## config.mk

```make
export PLATFORM = sky130hd
export DESIGN_NAME = sparc_exu_alu_wbpipe_flat
export DESIGN_NICKNAME = d
export VERILOG_FILES = /design/src/rtl/sparc_exu_alu_wbpipe_if.sv /design/src/rtl/sparc_exu_alu_wbpipe.sv /design/src/flat_wrapper.sv
export SDC_FILE = /design/constraint.sdc
export NUM_CORES = 1
export LEC_CHECK = 0
export BUFFER_PORTS_ARGS = -buffer_cell sky130_fd_sc_hd__buf_2
export CAP_MARGIN = 20
export CELL_PAD_IN_SITES_DETAIL_PLACEMENT = 1
export CELL_PAD_IN_SITES_GLOBAL_PLACEMENT = 1
export CORE_ASPECT_RATIO = 1.5
export CORE_UTILIZATION = 38
export DETAILED_ROUTE_END_ITERATION = 12
export GPL_ROUTABILITY_DRIVEN = 0
export MAX_ROUTING_LAYER = met4
export PLACE_DENSITY_LB_ADDON = 0.1
export SLEW_MARGIN = 15
export SYNTH_ARGS = -nofsm -noshare
export SYNTH_HDL_FRONTEND = slang
export SYNTH_SLANG_ARGS = --single-unit
```

## constraint.sdc

```tcl
create_clock -name rclk -period 5.7 [get_ports rclk]
set_input_delay 0.285 -clock rclk [delete_from_list [all_inputs] [get_ports rclk]]
set_output_delay 0.285 -clock rclk [all_outputs]
set_load 0.1 [all_outputs]
```

## src/rtl/sparc_exu_alu_wbpipe_if.sv

```systemverilog
// ALU writeback pipe bus: E-stage capture, bypass, IRF write port.
// Groups every non-clock signal between ecl/lsu and the wbpipe.
interface sparc_exu_alu_wbpipe_if #(
    parameter int DW     = 64,
    parameter int TIDW   = 2,
    parameter int RDW    = 5,
    parameter int QDEPTH = 2
);
    localparam int CW = $clog2(QDEPTH) + 1;

    logic [DW-1:0]   alu_byp_rd_data_e;
    logic            ecl_wb_vld_e;
    logic [TIDW-1:0] ecl_wb_tid_e;
    logic [RDW-1:0]  ecl_wb_rd_e;
    logic            ecl_wb_kill_m;
    logic            lsu_exu_wen_g;
    logic [TIDW-1:0] ecl_byp_tid_d;
    logic [RDW-1:0]  ecl_byp_rs_d;

    logic            exu_ecl_wb_stall;
    logic            exu_ecl_wbq_hit;
    logic [DW-1:0]   alu_byp_rd_data_m;
    logic            alu_byp_vld_m;
    logic [DW-1:0]   alu_byp_rd_data_w;
    logic            wb_irf_wen_w;
    logic [TIDW-1:0] wb_irf_tid_w;
    logic [RDW-1:0]  wb_irf_rd_w;
    logic [DW-1:0]   wb_irf_data_w;
    logic [DW/8-1:0] wb_irf_par_w;
    logic [CW-1:0]   wb_q_cnt;

    modport slave (
        input  alu_byp_rd_data_e,
        input  ecl_wb_vld_e,
        input  ecl_wb_tid_e,
        input  ecl_wb_rd_e,
        input  ecl_wb_kill_m,
        input  lsu_exu_wen_g,
        input  ecl_byp_tid_d,
        input  ecl_byp_rs_d,
        output exu_ecl_wb_stall,
        output exu_ecl_wbq_hit,
        output alu_byp_rd_data_m,
        output alu_byp_vld_m,
        output alu_byp_rd_data_w,
        output wb_irf_wen_w,
        output wb_irf_tid_w,
        output wb_irf_rd_w,
        output wb_irf_data_w,
        output wb_irf_par_w,
        output wb_q_cnt
    );

    modport master (
        output alu_byp_rd_data_e,
        output ecl_wb_vld_e,
        output ecl_wb_tid_e,
        output ecl_wb_rd_e,
        output ecl_wb_kill_m,
        output lsu_exu_wen_g,
        output ecl_byp_tid_d,
        output ecl_byp_rs_d,
        input  exu_ecl_wb_stall,
        input  exu_ecl_wbq_hit,
        input  alu_byp_rd_data_m,
        input  alu_byp_vld_m,
        input  alu_byp_rd_data_w,
        input  wb_irf_wen_w,
        input  wb_irf_tid_w,
        input  wb_irf_rd_w,
        input  wb_irf_data_w,
        input  wb_irf_par_w,
        input  wb_q_cnt
    );
endinterface

```

## src/rtl/sparc_exu_alu_wbpipe.sv

```systemverilog
// EXU ALU E->M->W pipe with deferred IRF writeback queue.
// Optional byte parity on the write port: SPARC_EXU_WB_PARITY_EN.
module sparc_exu_alu_wbpipe #(
    parameter int DW     = 64,
    parameter int TIDW   = 2,
    parameter int RDW    = 5,
    parameter int QDEPTH = 2
) (
    input logic                   rclk,
    input logic                   reset,
    sparc_exu_alu_wbpipe_if.slave bus
);
    localparam int AW = $clog2(QDEPTH);
    localparam int CW = AW + 1;
    localparam int PW = DW / 8;

    logic            r_m_vld;
    logic [DW-1:0]   r_m_data;
    logic [TIDW-1:0] r_m_tid;
    logic [RDW-1:0]  r_m_rd;

    logic            r_w_vld;
    logic [DW-1:0]   r_w_data;
    logic [TIDW-1:0] r_w_tid;
    logic [RDW-1:0]  r_w_rd;

    logic [DW-1:0]   r_q_data [QDEPTH];
    logic [TIDW-1:0] r_q_tid  [QDEPTH];
    logic [RDW-1:0]  r_q_rd   [QDEPTH];
    logic [AW-1:0]   r_wptr;
    logic [AW-1:0]   r_rptr;
    logic [CW-1:0]   r_cnt;

    logic            w_full;
    logic            w_empty;
    logic            w_hold;
    logic            w_push;
    logic            w_pop;
    logic            w_wen;
    logic            w_sel_q;
    logic            w_hit;
    logic [AW-1:0]   w_idx;

    assign w_full  = (r_cnt == CW'(QDEPTH));
    assign w_empty = (r_cnt == '0);
    assign w_hold  = r_w_vld & bus.lsu_exu_wen_g & w_full;

`ifdef SPARC_EXU_WB_PARITY_EN
    logic [PW-1:0] r_q_par [QDEPTH];
    logic [PW-1:0] w_w_par;
    logic [PW-1:0] w_par;

    // Even parity per byte of the W-stage result.
    always_comb begin
        w_w_par = '0;
        for (int i = 0; i < PW; i++) begin
            w_w_par[i] = ^r_w_data[8*i +: 8];
        end
    end

    // Parity follows the same source as the write data.
    always_comb begin
        w_par = '0;
        if (w_wen) begin
            w_par = w_sel_q ? r_q_par[r_rptr] : w_w_par;
        end
    end

    // Parity stored alongside each queued entry.
    always_ff @(posedge rclk) begin
        if (reset) begin
            for (int i = 0; i < QDEPTH; i++) begin
                r_q_par[i] <= '0;
            end
        end else if (w_push) begin
            r_q_par[r_wptr] <= w_w_par;
        end
    end

    assign bus.wb_irf_par_w = w_par;
`else
    assign bus.wb_irf_par_w = '0;
`endif

    // W-stage port arbitration: load return, then queue head, then W.
    always_comb begin
        w_push  = 1'b0;
        w_pop   = 1'b0;
        w_wen   = 1'b0;
        w_sel_q = 1'b0;
        if (bus.lsu_exu_wen_g) begin
            w_push = r_w_vld & ~w_full;
        end else if (!w_empty) begin
            w_wen   = 1'b1;
            w_sel_q = 1'b1;
            w_pop   = 1'b1;
            w_push  = r_w_vld;
        end else if (r_w_vld) begin
            w_wen = 1'b1;
        end
    end

    // IRF write port, zeroed whenever no write is issued.
    always_comb begin
        bus.wb_irf_wen_w  = w_wen;
        bus.wb_irf_tid_w  = '0;
        bus.wb_irf_rd_w   = '0;
        bus.wb_irf_data_w = '0;
        if (w_wen && w_sel_q) begin
            bus.wb_irf_tid_w  = r_q_tid[r_rptr];
            bus.wb_irf_rd_w   = r_q_rd[r_rptr];
            bus.wb_irf_data_w = r_q_data[r_rptr];
        end else if (w_wen) begin
            bus.wb_irf_tid_w  = r_w_tid;
            bus.wb_irf_rd_w   = r_w_rd;
            bus.wb_irf_data_w = r_w_data;
        end
    end

    // RAW check of a source against every live queue entry.
    always_comb begin
        w_hit = 1'b0;
        w_idx = '0;
        for (int k = 0; k < QDEPTH; k++) begin
            w_idx = r_rptr + AW'(k);
            if ((CW'(k) < r_cnt) &&
                (r_q_tid[w_idx] == bus.ecl_byp_tid_d) &&
                (r_q_rd[w_idx] == bus.ecl_byp_rs_d)) begin
                w_hit = 1'b1;
            end
        end
    end

    // M and W stage registers; a hold freezes both but still kills M.
    always_ff @(posedge rclk) begin
        if (reset) begin
            r_m_vld  <= 1'b0;
            r_m_data <= '0;
            r_m_tid  <= '0;
            r_m_rd   <= '0;
            r_w_vld  <= 1'b0;
            r_w_data <= '0;
            r_w_tid  <= '0;
            r_w_rd   <= '0;
        end else if (w_hold) begin
            r_m_vld <= r_m_vld & ~bus.ecl_wb_kill_m;
        end else begin
            r_w_vld  <= r_m_vld & ~bus.ecl_wb_kill_m;
            r_w_data <= r_m_data;
            r_w_tid  <= r_m_tid;
            r_w_rd   <= r_m_rd;
            r_m_vld  <= bus.ecl_wb_vld_e;
            r_m_data <= bus.alu_byp_rd_data_e;
            r_m_tid  <= bus.ecl_wb_tid_e;
            r_m_rd   <= bus.ecl_wb_rd_e;
        end
    end

    // Circular deferred-writeback queue; full push+pop keeps count.
    always_ff @(posedge rclk) begin
        if (reset) begin
            r_wptr <= '0;
            r_rptr <= '0;
            r_cnt  <= '0;
            for (int i = 0; i < QDEPTH; i++) begin
                r_q_data[i] <= '0;
                r_q_tid[i]  <= '0;
                r_q_rd[i]   <= '0;
            end
        end else begin
            if (w_push) begin
                r_q_data[r_wptr] <= r_w_data;
                r_q_tid[r_wptr]  <= r_w_tid;
                r_q_rd[r_wptr]   <= r_w_rd;
                r_wptr           <= r_wptr + AW'(1);
            end
            if (w_pop) begin
                r_rptr <= r_rptr + AW'(1);
            end
            unique case ({w_push, w_pop})
                2'b10:   r_cnt <= r_cnt + CW'(1);
                2'b01:   r_cnt <= r_cnt - CW'(1);
                default: r_cnt <= r_cnt;
            endcase
        end
    end

    assign bus.exu_ecl_wb_stall  = w_hold;
    assign bus.exu_ecl_wbq_hit   = w_hit;
    assign bus.alu_byp_rd_data_m = r_m_data;
    assign bus.alu_byp_vld_m     = r_m_vld;
    assign bus.alu_byp_rd_data_w = r_w_data;
    assign bus.wb_q_cnt          = r_cnt;
endmodule

```

## src/flat_wrapper.sv

```systemverilog
// flat-port wrapper written by rule: the top's interface ports become plain ports
module sparc_exu_alu_wbpipe_flat 
#(
    parameter int DW     = 64,
    parameter int TIDW   = 2,
    parameter int RDW    = 5,
    parameter int QDEPTH = 2
)
  (rclk, reset, bus_alu_byp_rd_data_e, bus_ecl_wb_vld_e, bus_ecl_wb_tid_e, bus_ecl_wb_rd_e, bus_ecl_wb_kill_m, bus_lsu_exu_wen_g, bus_ecl_byp_tid_d, bus_ecl_byp_rs_d, bus_exu_ecl_wb_stall, bus_exu_ecl_wbq_hit, bus_alu_byp_rd_data_m, bus_alu_byp_vld_m, bus_alu_byp_rd_data_w, bus_wb_irf_wen_w, bus_wb_irf_tid_w, bus_wb_irf_rd_w, bus_wb_irf_data_w, bus_wb_irf_par_w, bus_wb_q_cnt);
  sparc_exu_alu_wbpipe_if #(.DW(DW), .TIDW(TIDW), .RDW(RDW), .QDEPTH(QDEPTH)) bus_i ();
  input logic rclk;
  input logic reset;
  input wire logic [$bits(bus_i.alu_byp_rd_data_e)-1:0] bus_alu_byp_rd_data_e;
  input wire logic [$bits(bus_i.ecl_wb_vld_e)-1:0] bus_ecl_wb_vld_e;
  input wire logic [$bits(bus_i.ecl_wb_tid_e)-1:0] bus_ecl_wb_tid_e;
  input wire logic [$bits(bus_i.ecl_wb_rd_e)-1:0] bus_ecl_wb_rd_e;
  input wire logic [$bits(bus_i.ecl_wb_kill_m)-1:0] bus_ecl_wb_kill_m;
  input wire logic [$bits(bus_i.lsu_exu_wen_g)-1:0] bus_lsu_exu_wen_g;
  input wire logic [$bits(bus_i.ecl_byp_tid_d)-1:0] bus_ecl_byp_tid_d;
  input wire logic [$bits(bus_i.ecl_byp_rs_d)-1:0] bus_ecl_byp_rs_d;
  output wire logic [$bits(bus_i.exu_ecl_wb_stall)-1:0] bus_exu_ecl_wb_stall;
  output wire logic [$bits(bus_i.exu_ecl_wbq_hit)-1:0] bus_exu_ecl_wbq_hit;
  output wire logic [$bits(bus_i.alu_byp_rd_data_m)-1:0] bus_alu_byp_rd_data_m;
  output wire logic [$bits(bus_i.alu_byp_vld_m)-1:0] bus_alu_byp_vld_m;
  output wire logic [$bits(bus_i.alu_byp_rd_data_w)-1:0] bus_alu_byp_rd_data_w;
  output wire logic [$bits(bus_i.wb_irf_wen_w)-1:0] bus_wb_irf_wen_w;
  output wire logic [$bits(bus_i.wb_irf_tid_w)-1:0] bus_wb_irf_tid_w;
  output wire logic [$bits(bus_i.wb_irf_rd_w)-1:0] bus_wb_irf_rd_w;
  output wire logic [$bits(bus_i.wb_irf_data_w)-1:0] bus_wb_irf_data_w;
  output wire logic [$bits(bus_i.wb_irf_par_w)-1:0] bus_wb_irf_par_w;
  output wire logic [$bits(bus_i.wb_q_cnt)-1:0] bus_wb_q_cnt;
  assign bus_i.alu_byp_rd_data_e = bus_alu_byp_rd_data_e;
  assign bus_i.ecl_wb_vld_e = bus_ecl_wb_vld_e;
  assign bus_i.ecl_wb_tid_e = bus_ecl_wb_tid_e;
  assign bus_i.ecl_wb_rd_e = bus_ecl_wb_rd_e;
  assign bus_i.ecl_wb_kill_m = bus_ecl_wb_kill_m;
  assign bus_i.lsu_exu_wen_g = bus_lsu_exu_wen_g;
  assign bus_i.ecl_byp_tid_d = bus_ecl_byp_tid_d;
  assign bus_i.ecl_byp_rs_d = bus_ecl_byp_rs_d;
  assign bus_exu_ecl_wb_stall = bus_i.exu_ecl_wb_stall;
  assign bus_exu_ecl_wbq_hit = bus_i.exu_ecl_wbq_hit;
  assign bus_alu_byp_rd_data_m = bus_i.alu_byp_rd_data_m;
  assign bus_alu_byp_vld_m = bus_i.alu_byp_vld_m;
  assign bus_alu_byp_rd_data_w = bus_i.alu_byp_rd_data_w;
  assign bus_wb_irf_wen_w = bus_i.wb_irf_wen_w;
  assign bus_wb_irf_tid_w = bus_i.wb_irf_tid_w;
  assign bus_wb_irf_rd_w = bus_i.wb_irf_rd_w;
  assign bus_wb_irf_data_w = bus_i.wb_irf_data_w;
  assign bus_wb_irf_par_w = bus_i.wb_irf_par_w;
  assign bus_wb_q_cnt = bus_i.wb_q_cnt;
  sparc_exu_alu_wbpipe #(.DW(DW), .TIDW(TIDW), .RDW(RDW), .QDEPTH(QDEPTH)) u_core (.rclk(rclk), .reset(reset), .bus(bus_i));
endmodule
```

==> impl_metrics.csv, run 1 <==
group,metric,value,unit
detailed_routing,maxUsedRoutingLayer,"met4",
cts,clk_pin_slew,0.06,ns
timing,hold_violations,0,
die,core-area,31200,um^2
cts,numClockSinks,291,
finish,nets,1633,
finish,layout_common_cells,"357 x nand2_1, 286 x buf_2, 148 x dfxtp_1",
detailed_routing,drtPass1Iterations,4,
status,status,"finished, final reports clean",
cts,clock_latency,0.56,ns
detailed_routing,drcViolationCount,0,
cts,postCtsResizedCells,0,
worst_setup_path,start_kind,"flop",
timing,relSlewSlack,26.2,%
detailed_routing,drt_iter0_markers,305,
grt,antenna_found_initial,0,
timing,grt_setup_unrepaired,"false",
synthesis,ys_seq_area_share,59.8,%
timing,period_share,61.8,%
die,fp.dieH,221,um
synthesis,synthCells,1231,
worst_setup_path,worst_ep_required_time,5.41,ns
timing,period_needed,3.52,ns
die,die_w,148,um
pwr,max-vdd-ir-drop,222,uV
detailed_routing,dr_wl_met3,1530,um
timing,fmax,284,MHz
finish,drive_gt1_share,22.6,%
grt,grt_pass1_wl,55000,um
timing,setup_tns,0,ns
cts,cts_setup_buffers,0,
timing,fin_ws,2.18,ns
timing,drv_slew,0,
place,numPortBuffers,287,
worst_setup_path,crit_buf_inv,3,
die,die_area,32600,um^2
detailed_routing,wl_per_cell,17.9,um
worst_setup_path,critical_path_class,"reg2out",
worst_setup_path,max_stage_delay,0.87,ns
pwr,p_leak,6.51,nW
timing,worst_pin_slew,1.11,ns
cts,clockBufferDepth,3,
synthesis,synthDistinctLibCells,31,
worst_setup_path,timing.critical_path.from,"u_core.bus.wb_q_cnt[0]$_SDFFE_PP0P_",
finish,final_common_cell,"nand2_1",
die,ios,296,
pwr,power_density,353,nW/um^2
timing,setup_viol,0,
worst_setup_path,worstPathCellList,"inv_1, ha_1, nand3_4, inv_4, buf_2",
detailed_routing,wirelength_met1,14300,um
place,place_area,13800,um^2
cts,htree_num_levels,1,
die,rows,79,
worst_setup_path,crit_arrival,3.24,ns
finish,fillers,3555,
pwr,finalPower,5.50,mW
grt,grt_overflow,0,
synthesis,synth-seq-cells,291,
worst_setup_path,cp_slowest_cell,"inv_4",
hold_path,hold_start,"bus_ecl_wb_kill_m",
detailed_routing,dr_wl_met2,18400,um
finish,stdcell_area,15600,um^2
worst_setup_path,cp_max_fo,79,
grt,gr-usage-all-layers,22.1,%
place,hpwl,22200,um
finish,fin_util,49.9,%
grt,grt_pass1_vias,10181,
flow_run,cap_violations,0,
timing,fin_skew,0.0145,ns
finish,num_antenna_cells,0,
detailed_routing,routed_wl,35300,um
place,dpl_worst_slack,2.71,ns
cts,cts_root_buf,"clkbuf_16",
worst_setup_path,critPathCaptureType,"output port",
die,initial_core_util,38.8,%
synthesis,yosys_warnings,0,
detailed_routing,num_vias,9795,
synthesis,syn_avg_cell_area,9.85,um^2
hold_path,min_path_type,"in2reg",
finish,syn_to_final_growth,28.5,%
cts,cts_buffers,30,
synthesis,synth_area,12100,um^2
detailed_routing,final_antenna_net_count,0,
worst_setup_path,path_delay_family,"buffers and inverters",
grt,grt_max_degree,97,
cts,cts_tree,"done",
worst_setup_path,timing.rr.start,"u_core.bus.wb_q_cnt[0]$_SDFFE_PP0P_",
detailed_routing,routed_via_density,4.96,
-- power by group --
group | switching, mW | total [mW] | internal [mW]
clock | 0.820 | 2.01 | 1.19
combinational | 0.890 | 1.12 | 0.229
sequential | 0.0831 | 2.37 | 2.28
total | 1.79 | 5.50 | 3.71
-- kinds of logic (layout without fill, tap and decap cells) --
group	after synthesis	after routing	synth area share, %
mux	79	79	6.52
fa+ha+maj	3	3	0.310
other cells	1	8	0.0309
xor+xnor	17	17	1.23
buf+inv	99	432	3.59
simple gates	520	520	19.4
flops	291	291	59.8
compound gates	221	221	9.16
-- stage by stage --
stage                     std cells  hold slack [ns]
after floorplan                1238            0.424
after global placement         1848            0.438
after detailed placement       1848            0.451
after CTS                      1976           0.0941
after global routing           1976            0.132
final                          1976            0.134
-- layout make-up --
type	instances	area, um^2	share of cell area (%)
Timing Repair Buffer	372	2270	14.6
Clock buffer	44	908	5.83
Sequential cell	291	7250	46.6
Clock inverter	12	111	0.715
Inverter	4	17.5	0.112
Multi-Input combinational cell	848	4510	29.0
Tap cell	405	507	3.25
-- per-layer routing --
layer  vias up  GRT usage (%)
li1       4729              -
met1      4770           24.5
met2       233           40.2
met3        63           3.34
met4         0           7.90
met5         -              -
-- synthesized netlist by cell type --
library cell	number	area (um^2)
mux2i_1	79	791
o21bai_1	1	7.51
nor2_1	8	30.0
or2_2	2	12.5
o22ai_1	1	6.26
buf_6	1	11.3
a21oi_1	146	731
inv_2	1	3.75
nor3b_1	1	7.51
nor3b_2	1	12.5
clkbuf_1	65	244
xnor2_1	9	78.8
ha_1	3	37.5
nor3_2	1	10.0
inv_1	3	11.3
nand3_1	1	5.00
nand4_1	2	12.5
nand2_1	357	1340
nand2b_1	1	6.26
dfxtp_1	149	2980
xor2_1	8	70.1
buf_4	8	60.1
buf_2	21	105
edfxtp_1	142	4260
and2_1	142	888
nor3_1	2	10.0
or4_1	1	7.51
nor4_1	1	6.26
conb_1	1	3.75
o21ai_1	1	5.00
o21ai_0	72	360
-- worst register-to-register path: stages (launching register included) --
cell	delay, ns
dfxtp_1	0.34
inv_1	0.09
ha_1	0.26
nand3_4	0.53
inv_4	0.88
buf_12	0.43
nand2_1	0.13
a21oi_1	0.19
-- what timing repair did --
| item | CTS | global route |
|---|---|---|
| hold endpoints to repair | 72 | 0 |
| hold buffers | 72 | 0 |
| setup endpoints to repair | 0 | 0 |
-- final timing paths --
path	end	cells past startpoint	slack (ns)
worst max register to register	u_core.bus.alu_byp_rd_data_m[1]$_SDFFE_PP0P_	7	2.76
worst max-delay path	bus_exu_ecl_wb_stall	5	2.18
worst min-delay path	u_core.r_w_vld$_SDFFE_PP0P_	3	0.13
worst min register to register	u_core.r_w_rd[0]$_SDFFE_PP0P_	2	0.46
-- state kept, by name (all words and copies together) (netlist names), named ones only --
signal,flops
u_core.r_q_tid,4
u_core.r_q_data,128
u_core.r_w_rd,5
u_core.bus.wb_q_cnt,2
u_core.r_w_tid,2
u_core.bus.alu_byp_rd_data_w,64
u_core.r_m_rd,5
u_core.bus.alu_byp_rd_data_m,64
u_core.bus.alu_byp_vld_m,1
u_core.r_wptr,1
u_core.r_rptr,1
u_core.r_q_rd,10
u_core.r_m_tid,2
u_core.r_w_vld,1
Note: power is estimated with default switching activity, not from simulation.
==> inputs of run 2 (changes only) <==
--- a/config.mk
+++ b/config.mk
@@ -5,6 +5,7 @@
 export SDC_FILE = /design/constraint.sdc
 export NUM_CORES = 1
 export LEC_CHECK = 0
+export ABC_AREA = 1
 export BUFFER_PORTS_ARGS = -buffer_cell sky130_fd_sc_hd__buf_2
 export CAP_MARGIN = 20
 export CELL_PAD_IN_SITES_DETAIL_PLACEMENT = 1
==> constraint.sdc (replaced) <==
create_clock -name rclk -period 3.35 [get_ports rclk]
set_input_delay 0.1675 -clock rclk [delete_from_list [all_inputs] [get_ports rclk]]
set_output_delay 0.1675 -clock rclk [all_outputs]
set_load 0.1 [all_outputs]
==> impl_metrics.csv, run 2 <==
group,metric,value,unit
synthesis,synth.most_common_cell,"nand2_1",
pwr,finalPower,9.02,mW
detailed_routing,final_antenna_net_count,0,
place,hpwl,23700,um
finish,final_common_cell,"buf_2",
worst_setup_path,worstPathCellList,"inv_1, ha_1, nand2_4, buf_4, o21ai_0, buf_2",
synthesis,ys_seq_area_share,60.8,%
cts,cts_setup_buffers,0,
grt,globalRouteMet3Util,3.76,%
grt,met2_usage,45.8,%
die,ios,296,
grt,grt_overflow,0,
grt,grt_pass1_wl,59700,um
detailed_routing,drcViolationCount,0,
synthesis,synth_area,11900,um^2
synthesis,synthFlopType,"dfxtp_1",
pwr,max-vdd-ir-drop,427,uV
synthesis,synth.largest_area_cell,"edfxtp_1",
die,fp.dieH,219,um
pwr,p_leak,6.79,nW
timing,worst_pin_slew,0.946,ns
grt,grt_max_degree,101,
worst_setup_path,path_delay_family,"buffers and inverters",
place,numPortBuffers,287,
synthesis,synth_top_area_share,35.8,%
hold_path,hold_end,"u_core.r_rptr$_SDFFE_PP0P_",
synthesis,synthDistinctLibCells,25,
synthesis,synthTopCellsByArea,"edfxtp_1 36%, dfxtp_1 25%, nand2_1 7.2%",
worst_setup_path,crit_arrival,2.79,ns
pwr,power_density,576,nW/um^2
worst_setup_path,timing.critical_path.from,"u_core.bus.wb_q_cnt[0]$_SDFFE_PP0P_",
timing,hold_ws,0.0872,ns
place,place_inst,1950,
worst_setup_path,cp_slowest_cell,"buf_4",
worst_setup_path,max_stage_delay,0.56,ns
grt,antenna_found_initial,2,
worst_setup_path,critPathCaptureType,"output port",
grt,gr-usage-all-layers,24.5,%
die,rows,79,
finish,nets,1735,
cts,cts_tree,"done",
synthesis,yosys_warnings,0,
die,initial_core_util,38.5,%
hold_path,hold_start,"bus_lsu_exu_wen_g",
grt,use_met1,26.5,%
timing,fmax,338,MHz
timing,relSlewSlack,37.0,%
detailed_routing,drtPass1Iterations,5,
cts,clk_pin_slew,0.06,ns
synthesis,syn_avg_cell_area,8.95,um^2
cts,cts_root_buf,"clkbuf_16",
status,status,"finished, final reports clean",
worst_setup_path,start_kind,"flop",
grt,busiest_layer,"met2",
finish,regMostFlops,"u_core.r_q_data",
finish,layout_common_cells,"286 x buf_2, 226 x nand2_1, 216 x nor2_1",
cts,postCtsResizedCells,0,
cts,htree_num_levels,1,
synthesis,synthArstFlopShare,0,%
finish,fin_cells,2078,
detailed_routing,num_vias,10460,
timing,drv_slew,0,
timing,grt_setup_unrepaired,"false",
synthesis,synth-seq-cells,291,
timing,period_share,88.4,%
worst_setup_path,critical_path_class,"reg2out",
die,core-area,30900,um^2
timing,fin_skew,0.0125,ns
synthesis,synth_common_cells,"229 x nand2_1, 216 x nor2_1, 149 x a21oi_1, 149 x dfxtp_1, 143 x o21ai_0",
cts,holdBufCountCts,74,
finish,syn_to_final_growth,31.4,%
worst_setup_path,cp.depth,6,
timing,setup_viol,0,
worst_setup_path,r2r-end,"u_core.bus.alu_byp_vld_m$_SDFF_PP0_",
die,die_w,147,um
flow_run,cap_violations,0,
cts,numClockSinks,291,
synthesis,synthCells,1332,
hold_path,min_path_cells,4,
worst_setup_path,timing.rr.start,"u_core.bus.wb_q_cnt[0]$_SDFFE_PP0P_",
timing,hold_violations,0,
detailed_routing,wl_per_cell,18.4,um
synthesis,synth_edf_count,142,
cts,cts_buffers,28,
worst_setup_path,reg2reg_depth,7,
worst_setup_path,reg2reg_setup_slack,0.84,ns
timing,period_needed,2.96,ns
cts,clockBufferDepth,3,
grt,grt_pass1_vias,10959,
finish,largest_reg_flops,128,
finish,drive_gt1_share,25.2,%
worst_setup_path,worst_ep_required_time,3.18,ns
detailed_routing,routed_wl,38200,um
cts,clock_latency,0.55,ns
hold_path,min_path_type,"in2reg",
detailed_routing,drt_iter0_markers,388,
worst_setup_path,cp_max_fo,31,
worst_setup_path,crit_buf_inv,3,
die,die_area,32100,um^2
detailed_routing,routed_via_density,5.03,
run 2: worst min-delay path: cells and delay by family:
family,cells,cell delay [ns]
compound gates,1,0.07
buf+inv,2,0.27
simple gates,1,0.06
run 2: cells by family after synthesis:
group / synth area share (%)
DFF: 60.8
other: 0.0315
and+or+nand+nor: 15.5
AOI/OAI and AO/OA: 15.8
adders and majority gates: 0.315
buffers and inverters: 7.56
run 2: stage by stage:
stage	setup slack [ns]	cell area, um^2	TNS, ns	utilization (%)
6_report	0.389	15700	0	50.6
3_3_place_gp	0.949	14000	0	45.2
5_1_grt	0.263	15700	0	50.6
2_1_floorplan	-0.415	12300	-3.66	-
3_5_place_dp	0.841	14000	0	45.2
4_1_cts	0.329	15700	0	50.6
run 2: per-layer routing:
metal / up-vias / share of wire [%]
met5: - / 0
met4: 0 / 2.4
met3: 48 / 4.3
met2: 242 / 53
met1: 5108 / 40
li1: 5062 / -
run 2: report_power, final:
group / total (mW) / switching, mW / leakage [nW] / internal (mW)
clock: 3.21 / 1.36 / 0.463 / 1.85
combinational: 1.85 / 1.51 / 3.62 / 0.344
sequential: 3.96 / 0.0866 / 2.70 / 3.88
run 2: final cells by class:
class	count	area, um^2
Antenna cell	2	5.00
Clock buffer	44	865
Clock inverter	8	66.3
Fill cell	3641	15300
Inverter	103	392
Multi-Input combinational cell	846	4200
Sequential cell	291	7250
Tap cell	405	507
Timing Repair Buffer	379	2380
run 2: worst max path at each step:
stage                                      endpoint
2_1_floorplan                    bus_wb_irf_rd_w[0]
3_3_place_gp   u_core.r_q_data[1][27]$_SDFFCE_PN0P_
3_5_place_dp   u_core.r_q_data[1][29]$_SDFFCE_PN0P_
4_1_cts                          bus_wb_irf_rd_w[0]
5_1_grt                          bus_wb_irf_rd_w[0]
6_report                         bus_wb_irf_rd_w[0]
==> inputs of run 3 (changes only) <==
--- a/config.mk
+++ b/config.mk
@@ -5,7 +5,6 @@
 export SDC_FILE = /design/constraint.sdc
 export NUM_CORES = 1
 export LEC_CHECK = 0
-export ABC_AREA = 1
 export BUFFER_PORTS_ARGS = -buffer_cell sky130_fd_sc_hd__buf_2
 export CAP_MARGIN = 20
 export CELL_PAD_IN_SITES_DETAIL_PLACEMENT = 1
==> impl_metrics.csv, run 3 (same netlist as run 1, synthesis figures left out) <==
group,metric,value,unit
detailed_routing,drcViolationCount,0,
cts,cts_setup_buffers,0,
worst_setup_path,reg2reg_setup_slack,1.02,ns
detailed_routing,wirelength_met1,14500,um
grt,antenna_found_initial,0,
die,core-area,31200,um^2
worst_setup_path,cp_max_fo,68,
detailed_routing,routed_via_density,4.95,
finish,regMostFlops,"u_core.r_q_data",
die,fp.dieH,221,um
timing,setup_viol,0,
worst_setup_path,critical_path_class,"reg2out",
die,die_w,148,um
detailed_routing,dr_wl_met3,1570,um
worst_setup_path,reg2reg_depth,7,
timing,relSlewSlack,32.5,%
worst_setup_path,crit_buf_inv,3,
finish,drive_gt1_share,22.8,%
cts,clockBufferDepth,3,
timing,period_share,87.2,%
die,die_area,32600,um^2
die,ios,296,
worst_setup_path,start_kind,"flop",
worst_setup_path,path_delay_family,"buffers and inverters",
finish,nets,1636,
finish,layout_common_cells,"357 x nand2_1, 286 x buf_2, 148 x dfxtp_1",
pwr,power_density,582,nW/um^2
timing,period_needed,2.92,ns
timing,fin_skew,0.0120,ns
timing,worst_pin_slew,1.01,ns
detailed_routing,final_antenna_net_count,0,
cts,clock_latency,0.56,ns
finish,fillers,3579,
grt,grt_overflow,0,
worst_setup_path,cp_slowest_cell,"or2_4",
worst_setup_path,worstPathCellList,"inv_1, ha_1, or2_4, buf_4, o21ai_2, buf_2",
hold_path,hold_start,"reset",
cts,cts_root_buf,"clkbuf_16",
hold_path,min_path_cells,2,
cts,cts_tree,"done",
die,initial_core_util,38.8,%
cts,cts_buffers,29,
detailed_routing,num_vias,9793,
pwr,max-vdd-ir-drop,357,uV
cts,clk_pin_slew,0.07,ns
grt,gr-usage-all-layers,21.9,%
detailed_routing,maxUsedRoutingLayer,"met4",
grt,grt_max_degree,146,
worst_setup_path,timing.rr.start,"u_core.bus.wb_q_cnt[0]$_SDFFE_PP0P_",
cts,numClockSinks,291,
grt,grt_pass1_wl,54500,um
finish,largest_reg_flops,128,
grt,grt_pass1_vias,10010,
finish,fin_cells,1977,
place,place_inst,1851,
worst_setup_path,r2r-end,"u_core.r_q_data[1][12]$_SDFFCE_PN0P_",
place,hpwl,21800,um
worst_setup_path,crit_arrival,2.75,ns
timing,fmax,342,MHz
worst_setup_path,critPathCaptureType,"output port",
place,numPortBuffers,287,
timing,grt_setup_unrepaired,"false",
die,rows,79,
detailed_routing,wl_per_cell,17.8,um
detailed_routing,routed_wl,35100,um
cts,postCtsResizedCells,0,
hold_path,min_path_type,"in2reg",
cts,htree_num_levels,1,
finish,num_antenna_cells,0,
detailed_routing,drt_iter0_markers,382,
cts,holdBufCountCts,73,
finish,syn_to_final_growth,28.1,%
worst_setup_path,max_stage_delay,0.57,ns
detailed_routing,drtPass1Iterations,5,
finish,final_common_cell,"nand2_1",
timing,hold_violations,0,
status,status,"finished, final reports clean",
timing,drv_slew,0,
flow_run,cap_violations,0,
worst_setup_path,worst_ep_required_time,3.18,ns
pwr,finalPower,9.04,mW
detailed_routing,dr_wl_met2,18100,um
pwr,p_leak,6.48,nW
hold_path,hold_end,"u_core.r_wptr$_SDFFE_PP0P_",
run 3: cell types whose count changed in the layout (fill, tap and decap cells not counted), sizes merged, moves of 24 or more:
| cell | change |
|---|---|
| and2 | +142 |
| inv | -99 |
| mux2i | +79 |
| nand2 | +126 |
| nand3 | -24 |
| nor2 | -210 |
| o21ai | -70 |
| o22ai | -64 |
run 3: worst max-delay path by stage:
stage / end / from / cells after the start
final: bus_wb_irf_rd_w[2] / u_core.bus.wb_q_cnt[1]$_SDFFE_PP0P_ / 6
after global placement: u_core.r_q_data[1][33]$_SDFFCE_PN0P_ / u_core.bus.wb_q_cnt[0]$_SDFFE_PP0P_ / 7
after global routing: bus_wb_irf_rd_w[2] / u_core.bus.wb_q_cnt[1]$_SDFFE_PP0P_ / 6
after floorplan: bus_wb_irf_data_w[10] / u_core.bus.wb_q_cnt[1]$_SDFFE_PP0P_ / 6
after detailed placement: bus_wb_irf_rd_w[2] / u_core.bus.wb_q_cnt[0]$_SDFFE_PP0P_ / 6
after CTS: bus_wb_irf_rd_w[2] / u_core.bus.wb_q_cnt[1]$_SDFFE_PP0P_ / 6
run 3: power by group:
part | total [mW] | internal, mW | switching (mW)
clock network | 3.07 | 1.72 | 1.36
registers | 4.01 | 3.89 | 0.125
logic | 1.96 | 0.407 | 1.55
total | 9.04 | 6.01 | 3.03
run 3: layout make-up:
type,count,area [um^2],area share (%)
sequential,291,7250,46.7
clock buffer,46,800,5.15
inverter,4,17.5,0.113
clock inverter,7,73.8,0.475
tap,405,507,3.26
multi-input combinational,848,4550,29.3
timing repair buffer,376,2330,15.0
run 3: metrics by stage:
step                utilization [%]  setup slack [ns]  area (um^2)  setup TNS, ns  hold WS [ns]
finish                         49.7             0.429        15500              0        0.0845
global route                   49.7             0.227        15500              0        0.0883
CTS                            49.7             0.371        15500              0        0.0781
detailed placement             44.6             0.977        13900              0         0.407
global placement               44.6              1.04        13900              0         0.401
floorplan                         -            -0.315        12200         -18.99         0.306
run 3: metal layers:
layer	global-route usage (%)	up-vias
met4	7.08	0
met3	2.93	53
li1	-	4739
met2	39.2	258
met1	25.2	4743
met5	-	-
